$ cat src/rtl/des_ctrl_pkg.sv
// Shared types, constants and key helpers for the DES request scheduler.
// Contents: FSM state type, last-round constant, block/key widths,
//           key64_to_56 (drop parity bits), key_odd_parity (per-byte odd parity).
package des_ctrl_pkg;

    localparam int unsigned DES_BLK_W  = 64;
    localparam int unsigned DES_KEY_W  = 56;
    localparam int unsigned DES_RND_W  = 4;

    typedef enum logic [1:0] {
        ST_IDLE = 2'd0,
        ST_RUN  = 2'd1,
        ST_CAPT = 2'd2,
        ST_OUT  = 2'd3
    } state_t;

    localparam logic [DES_RND_W-1:0] DES_LAST_ROUND = 4'd15;

    // Keep the upper seven bits of every byte: {k[63:57], k[55:49], ..., k[7:1]}.
    function automatic logic [DES_KEY_W-1:0] key64_to_56(input logic [DES_BLK_W-1:0] k);
        logic [DES_KEY_W-1:0] r;
        r = '0;
        for (int i = 0; i < 8; i++) begin
            r[i*7 +: 7] = k[i*8+1 +: 7];
        end
        return r;
    endfunction

    // True when every byte of the key carries odd parity.
    function automatic logic key_odd_parity(input logic [DES_BLK_W-1:0] k);
        logic ok;
        ok = 1'b1;
        for (int i = 0; i < 8; i++) begin
            ok = ok & (^k[i*8 +: 8]);
        end
        return ok;
    endfunction

endpackage

$ cat src/rtl/des_rr_arbiter.sv
// Combinational round-robin arbiter.
// Ports: req          - request vector
//        last_grant   - ID granted last (held by the caller)
//        en           - arbitration enable; no grant when low
//        grant_onehot - one-hot grant (or zero)
//        grant_id     - binary ID of the winner (0 when no grant)
module des_rr_arbiter #(
    parameter int unsigned N_REQ = 2,
    parameter int unsigned ID_W  = $clog2(N_REQ)
) (
    input  logic [N_REQ-1:0] req,
    input  logic [ID_W-1:0]  last_grant,
    input  logic             en,
    output logic [N_REQ-1:0] grant_onehot,
    output logic [ID_W-1:0]  grant_id
);

    logic            found;
    logic [ID_W-1:0] idx;

    // Scan starting just after last_grant, wrapping, first requester wins.
    always_comb begin
        grant_onehot = '0;
        grant_id     = '0;
        found        = 1'b0;
        idx          = '0;
        for (int unsigned off = 1; off <= N_REQ; off++) begin
            idx = ID_W'((32'(last_grant) + off) % N_REQ);
            if (en && !found && req[idx]) begin
                found             = 1'b1;
                grant_onehot[idx] = 1'b1;
                grant_id          = idx;
            end
        end
    end

endmodule

$ cat src/rtl/des_req_sched.sv
// Time-shares one iterative 16-round DES core among N_REQ AXI-stream requesters.
// Round-robin grant, latch block/key/direction, step des_round 0..15, capture
// des_out and return it on m_* tagged with the requester ID.
// Ports: clk, rst (sync, active-high)
//        s_tdata/s_tdecrypt/s_tvalid/s_tready/req_key - per-requester inputs
//        m_tdata/m_tdest/m_terr/m_tvalid/m_tready     - result stream
//        des_key/des_decrypt/des_round/des_in/des_out - DES core interface
//        busy - high whenever the FSM is not idle
// Build option: define DES_KEY_PARITY_EN to reject keys with bad byte parity
//               (result 0 with m_terr=1); otherwise parity is ignored and m_terr stays 0.
module des_req_sched
    import des_ctrl_pkg::*;
#(
    parameter int unsigned N_REQ = 2,
    parameter int unsigned ID_W  = $clog2(N_REQ)
) (
    input  logic                          clk,
    input  logic                          rst,
    input  logic [N_REQ-1:0][DES_BLK_W-1:0] s_tdata,
    input  logic [N_REQ-1:0]              s_tdecrypt,
    input  logic [N_REQ-1:0]              s_tvalid,
    output logic [N_REQ-1:0]              s_tready,
    input  logic [N_REQ-1:0][DES_BLK_W-1:0] req_key,
    output logic [DES_BLK_W-1:0]          m_tdata,
    output logic [ID_W-1:0]               m_tdest,
    output logic                          m_terr,
    output logic                          m_tvalid,
    input  logic                          m_tready,
    output logic [DES_KEY_W-1:0]          des_key,
    output logic                          des_decrypt,
    output logic [DES_RND_W-1:0]          des_round,
    output logic [DES_BLK_W-1:0]          des_in,
    input  logic [DES_BLK_W-1:0]          des_out,
    output logic                          busy
);

    state_t            state;
    state_t            state_nxt;
    logic [ID_W-1:0]   last_grant;
    logic [N_REQ-1:0]  grant_onehot;
    logic [ID_W-1:0]   grant_id;
    logic              grant_fire;
    logic              grant_key_bad;
    logic              key_bad;

    des_rr_arbiter #(
        .N_REQ (N_REQ),
        .ID_W  (ID_W)
    ) u_arb (
        .req          (s_tvalid),
        .last_grant   (last_grant),
        .en           (state == ST_IDLE),
        .grant_onehot (grant_onehot),
        .grant_id     (grant_id)
    );

    // Ready is the arbiter's grant itself, so it is combinational from s_tvalid.
    assign s_tready   = grant_onehot;
    assign grant_fire = |grant_onehot;

`ifdef DES_KEY_PARITY_EN
    assign grant_key_bad = !key_odd_parity(req_key[grant_id]);
`else
    assign grant_key_bad = 1'b0;
`endif

    // State register.
    always_ff @(posedge clk) begin
        if (rst) begin
            state <= ST_IDLE;
        end else begin
            state <= state_nxt;
        end
    end

    // Next-state logic. A rejected key bypasses RUN and spends one cycle in
    // CAPT to load the error result, so m_tvalid rises two cycles after grant.
    always_comb begin
        state_nxt = state;
        case (state)
            ST_IDLE: if (grant_fire) state_nxt = grant_key_bad ? ST_CAPT : ST_RUN;
            ST_RUN:  if (des_round == DES_LAST_ROUND) state_nxt = ST_CAPT;
            ST_CAPT: state_nxt = ST_OUT;
            ST_OUT:  if (m_tready) state_nxt = ST_IDLE;
            default: state_nxt = ST_IDLE;
        endcase
    end

    // Job latch, round counter and result registers.
    always_ff @(posedge clk) begin
        if (rst) begin
            des_in      <= '0;
            des_key     <= '0;
            des_decrypt <= 1'b0;
            des_round   <= '0;
            m_tdata     <= '0;
            m_tdest     <= '0;
            m_terr      <= 1'b0;
            m_tvalid    <= 1'b0;
            busy        <= 1'b0;
            key_bad     <= 1'b0;
            last_grant  <= ID_W'(N_REQ - 1);
        end else begin
            busy <= (state_nxt != ST_IDLE);
            case (state)
                ST_IDLE: begin
                    if (grant_fire) begin
                        des_in      <= s_tdata[grant_id];
                        des_decrypt <= s_tdecrypt[grant_id];
                        des_key     <= key64_to_56(req_key[grant_id]);
                        des_round   <= '0;
                        m_tdest     <= grant_id;
                        last_grant  <= grant_id;
                        key_bad     <= grant_key_bad;
                    end
                end
                ST_RUN: begin
                    // Saturates at the last round; never wraps.
                    if (des_round != DES_LAST_ROUND) begin
                        des_round <= des_round + 4'd1;
                    end
                end
                ST_CAPT: begin
                    m_tdata  <= key_bad ? '0 : des_out;
                    m_terr   <= key_bad;
                    m_tvalid <= 1'b1;
                end
                ST_OUT: begin
                    if (m_tready) begin
                        m_tvalid <= 1'b0;
                    end
                end
                default: ;
            endcase
        end
    end

endmodule

$ cat config.mk
export PLATFORM = sky130hd
export DESIGN_NAME = des_req_sched
export DESIGN_NICKNAME = d
export VERILOG_FILES = /design/src/rtl/des_ctrl_pkg.sv /design/src/rtl/des_rr_arbiter.sv /design/src/rtl/des_req_sched.sv
export SDC_FILE = /design/constraint.sdc
export NUM_CORES = 1
export LEC_CHECK = 0
export BUFFER_PORTS_ARGS = -buffer_cell sky130_fd_sc_hd__buf_2
export CELL_PAD_IN_SITES_DETAIL_PLACEMENT = 1
export CELL_PAD_IN_SITES_GLOBAL_PLACEMENT = 2
export CORE_ASPECT_RATIO = 1.2
export CORE_MARGIN = 3
export CORE_UTILIZATION = 21
export CTS_BUF_LIST = sky130_fd_sc_hd__clkbuf_2
export DETAILED_ROUTE_END_ITERATION = 8
export GPL_ROUTABILITY_DRIVEN = 0
export HOLD_SLACK_MARGIN = 0.06
export PLACE_DENSITY = 0.89
export SYNTH_ARGS = -nofsm -noshare
export SYNTH_HDL_FRONTEND = slang
export SYNTH_SLANG_ARGS = --single-unit
$ cat constraint.sdc
create_clock -name clk -period 1.7 [get_ports clk]
set_input_delay 0.17 -clock clk [delete_from_list [all_inputs] [get_ports clk]]
set_output_delay 0.17 -clock clk [all_outputs]
set_load 0.05 [all_outputs]
==> impl_metrics.tcl, run 1 <==
set metrics [dict create \
    die_x_um 194 \
    stop_stage "clock tree synthesis (4_1_cts)" \
    status "aborted with a tool error" \
    ys_warn_count 0 \
    cts_made_buffers 17 \
    avgSynthCellArea_sq_um 8.44 \
    syn_nets 1379 \
    tool.error "[ERROR RSZ-0060] Max buffer count reached." \
    cts_buffer_depth 2 \
    yosysSeqAreaShare 0.440 \
    synth_seq_cells 195 \
    start_util 0.215 \
    clock-sinks 195 \
    post_cts_buffers 41 \
    cts_root_buffer "clkbuf_2" \
    synth-adder-area-share 0.00141 \
    hpwl_um 29800 \
    syn_inst 1051 \
    htree_num_levels 4 \
    die_y_um 231 \
    post_cts_resize_count 906 \
    synth-xor-area-share 0.000988 \
    synth_compound_area_frac 0.285 \
    numPortBuffers 504 \
    muxShareOfSynthArea 0 \
    synth_cell_types 29 \
    synthSimpleGateAreaFrac 0.205 \
    rows 81 \
    cts_hold_buf 423 \
    synth_area_sq_um 8870 \
    pin_count 522 \
    synth_top_family_by_area "compound AO/OA/AOI/OAI gates" \
]
[logic make-up after synthesis]
group | count (synthesis)
buffers and inverters | 134
AND/OR/NAND/NOR | 396
XOR/XNOR | 1
other | 1
adder cells (fa/ha/maj) | 1
flip-flops | 195
AO/OA/AOI/OAI | 323
[Yosys cell counts]
cell type | n | area, sq um
and3_1 | 1 | 6.26
clkinv_1 | 1 | 3.75
nor3_1 | 242 | 1210
nand2b_1 | 2 | 12.5
or2_2 | 2 | 12.5
buf_4 | 1 | 7.51
o221ai_1 | 4 | 35.0
buf_6 | 8 | 90.1
o211a_1 | 1 | 10.0
ha_1 | 1 | 12.5
a2111oi_0 | 53 | 464
buf_1 | 6 | 22.5
or2_1 | 1 | 6.26
nor2b_1 | 2 | 12.5
buf_2 | 20 | 100
nor2_1 | 3 | 11.3
nand3_1 | 5 | 25.0
clkbuf_1 | 97 | 364
a2111oi_2 | 68 | 1020
a21oi_1 | 192 | 961
xor2_1 | 1 | 8.76
inv_1 | 1 | 3.75
conb_1 | 1 | 3.75
dfxtp_1 | 195 | 3900
or3_1 | 2 | 12.5
a211o_1 | 2 | 17.5
a31oi_1 | 2 | 12.5
o21ai_0 | 1 | 5.00
nand2_1 | 136 | 510
[stage by stage]
step / TNS, ns / worst slack, ns / std cells / cell area (sq um)
after floorplan: -0.0461 / -0.0272 / 1051 / 8880
after global placement: -0.411 / -0.0594 / 2034 / 12500
after detailed placement: -3.10 / -0.225 / 2034 / 12500
==> run 2: changes to the inputs <==
Settings changed: CELL_PAD_IN_SITES_DETAIL_PLACEMENT 1 to unset, CELL_PAD_IN_SITES_GLOBAL_PLACEMENT 2 to unset, CORE_ASPECT_RATIO 1.2 to unset, CORE_UTILIZATION 21 to 23, CTS_BUF_LIST sky130_fd_sc_hd__clkbuf_2 to unset, HOLD_SLACK_MARGIN 0.06 to unset, PLACE_DENSITY 0.89 to unset, PLACE_DENSITY_LB_ADDON set to 0.15.
Clock period 1.7 ns to 2.2 ns, I/O delays scaled along.
==> impl_metrics.tcl, run 2 <==
set metrics [dict create \
    p_per_area_nw_per_um2 774 \
    routed_via_density 4.91 \
    nFillCells 4084 \
    worst_slack_ns 0.126 \
    layout_common_cells "buf_2, nor3_1, dfxtp_1, a21oi_1, nand2_1" \
    setup_viol 0 \
    synth_top_family_by_area "compound AO/OA/AOI/OAI gates" \
    synth-xor-area-share 0.000988 \
    synth_edf_count 0 \
    fmax_mhz 482 \
    rr_startpoint "last_grant" \
    ant_nets 0 \
    synth.area.top_cells "dfxtp_1, nor3_1, a2111oi_2" \
    cts_tree "built" \
    hp-class "primary input to register" \
    min_path_cells 3 \
    p_leak_nw 5.41 \
    status "finished clean" \
    skew_ns 0.0112 \
    reg2reg_slack_ns 0.33 \
    yosysSeqAreaShare 0.440 \
    area_growth_pct 47.6 \
    grt_pass1_wl_um 61500 \
    synth_flop_cell "dfxtp_1" \
    pre_cts_ws_ns 0.208 \
    rows 71 \
    final_nets 1852 \
    start_util 0.234 \
    async_flop_share 0 \
    crit_fanout 20 \
    worst-endpoint-required_ns 1.98 \
    synth_seq_cells 195 \
    hp-start "des_out[14]" \
    path_clk_slew_ns 0.07 \
    p_seq_frac 0.387 \
    insertion_delay_ns 0.45 \
    muxShareOfSynthArea 0 \
    pin_count 522 \
    drtIter0Drc 649 \
    cts_root_buffer "clkbuf_16" \
    die_area_sq_um 40900 \
    grt-ovfl-total 0 \
    synthSimpleGateAreaFrac 0.205 \
    slew_headroom 0.424 \
    hpwl_um 27000 \
    avgSynthCellArea_sq_um 8.44 \
    htree_num_levels 4 \
    reg2regPathDepth 4 \
    synth_most_common_cell "nor3_1" \
    core_area_sq_um 37800 \
    drive_above_1_share 0.416 \
    die_x_um 202 \
    cts_buffer_depth 2 \
    syn_inst 1051 \
    synth.largest_area_cell "dfxtp_1" \
    tightest_slew_ns 0.864 \
    arrival_ns 1.85 \
    numPortBuffers 504 \
    synth-adder-area-share 0.00141 \
    timing.final.crit_share 0.943 \
    end_kind "output port" \
    synth_cell_types 29 \
    drc 0 \
    fin_crit_ns 2.07 \
    die_y_um 202 \
    cap_viol_max_count 0 \
    vdd_drop_max_mv 0.540 \
    reg.largest.list "des_in: 64 flops, m_tdata: 64 flops, des_key: 56 flops" \
    first_pass_iters 5 \
    antenna_found_initial 5 \
    power_switching_mw 3.57 \
    finalMaxSlewViolations 0 \
    synth_top_area_share 0.440 \
    comb_power_share 0.283 \
    r2r_end "des_in[44]" \
    syn_nets 1379 \
    grt_max_degree 123 \
    final_common_cell "buf_2" \
    final-hold-violation-count 0 \
    whs_endpoint "m_tdata[14]" \
    switching_share 0.353 \
    rsz0062_at_grt "false" \
    wl_per_cell_um 19.8 \
    first_global_vias 10100 \
    critPathKind "register to output port" \
    power.share.clock 0.330 \
    p_int_mw 6.55 \
    cp-start-kind "register" \
    synth_compound_area_frac 0.285 \
    clock-sinks 195 \
    synth_area_sq_um 8870 \
    tns_ns 0 \
    ys_warn_count 0 \
    synth_common_cells "nor3_1, dfxtp_1, a21oi_1" \
    cts_made_buffers 17 \
    drt-total-wl_um 40600 \
    detailroute.via_count 10100 \
    grt_usage 0.189 \
    post_cts_buffers 0 \
]
==> run 2: area by class of cell <==
type	count	area (sq um)	share of cell area
Timing Repair Buffer	586	3510	0.268
Clock inverter	9	129	0.00985
Multi-Input combinational cell	722	4410	0.337
Antenna cell	5	12.5	0.000956
Tap cell	511	639	0.0488
Inverter	2	10.0	0.000765
Sequential cell	195	3900	0.298
Clock buffer	22	474	0.0362
==> run 2: repair_timing <==
action	in CTS	in global routing
setup endpoints to repair	0	2
gates resized for setup	0	2
endpoints found under the hold margin	53	0
hold buffers	53	0
==> run 2: per-layer routing <==
metal  share of wire  track usage  up-vias
met5         0.00032            0        -
met4           0.017       0.0572        2
met3           0.079       0.0567       36
met2            0.48        0.313      394
met1            0.42        0.238     4781
li1                -            -     4861
==> run 2: logic make-up after synthesis <==
group	Yosys count
DFF	195
AOI/OAI and AO/OA	323
adders and majority gates	1
xor gates and xnor gates	1
buffers and inverters	134
and+or+nand+nor	396
other	1
==> run 2: critical path, stage by stage, from the launching register on <==
cell	delay, ns
dfxtp_1	0.34
a211o_4	0.34
or2_4	0.38
inv_1	0.12
clkbuf_4	0.24
==> run 2: through the flow <==
step	power, mW	area, sq um	hold slack, ns	utilization	instances
3_5_place_dp	6.81	11900	0.443	0.315	1963
3_3_place_gp	6.80	11900	0.440	0.315	1963
5_1_grt	10.6	13100	0.0211	0.346	2051
6_report	10.1	13100	0.0459	0.346	2052
2_1_floorplan	5.87	8870	0.356	-	1051
4_1_cts	10.3	13100	0.00789	0.345	2047
==> run 2: worst max-delay path by stage <==
stage                   to  cells past startpoint         from
3_3_place_gp    des_in[48]                      5  s_tvalid[0]
5_1_grt        s_tready[1]                      4   last_grant
6_report       s_tready[1]                      4   last_grant
4_1_cts        s_tready[0]                      5     state[0]
2_1_floorplan  s_tready[1]                      7     state[0]
3_5_place_dp    des_in[44]                      5  s_tvalid[0]
==> run 2: power groups by stage <==
| stage | combinational (mW) | sequential (mW) | clock, mW |
|---|---|---|---|
| finish | 2.87 | 3.92 | 3.34 |
| global route | 3.05 | 3.95 | 3.58 |
| CTS | 2.89 | 3.92 | 3.47 |
| detailed placement | 2.82 | 4.00 | 0 |
| global placement | 2.81 | 3.99 | 0 |
| floorplan | 0.999 | 4.87 | 0 |
Note: power is estimated with default switching activity, not from simulation.
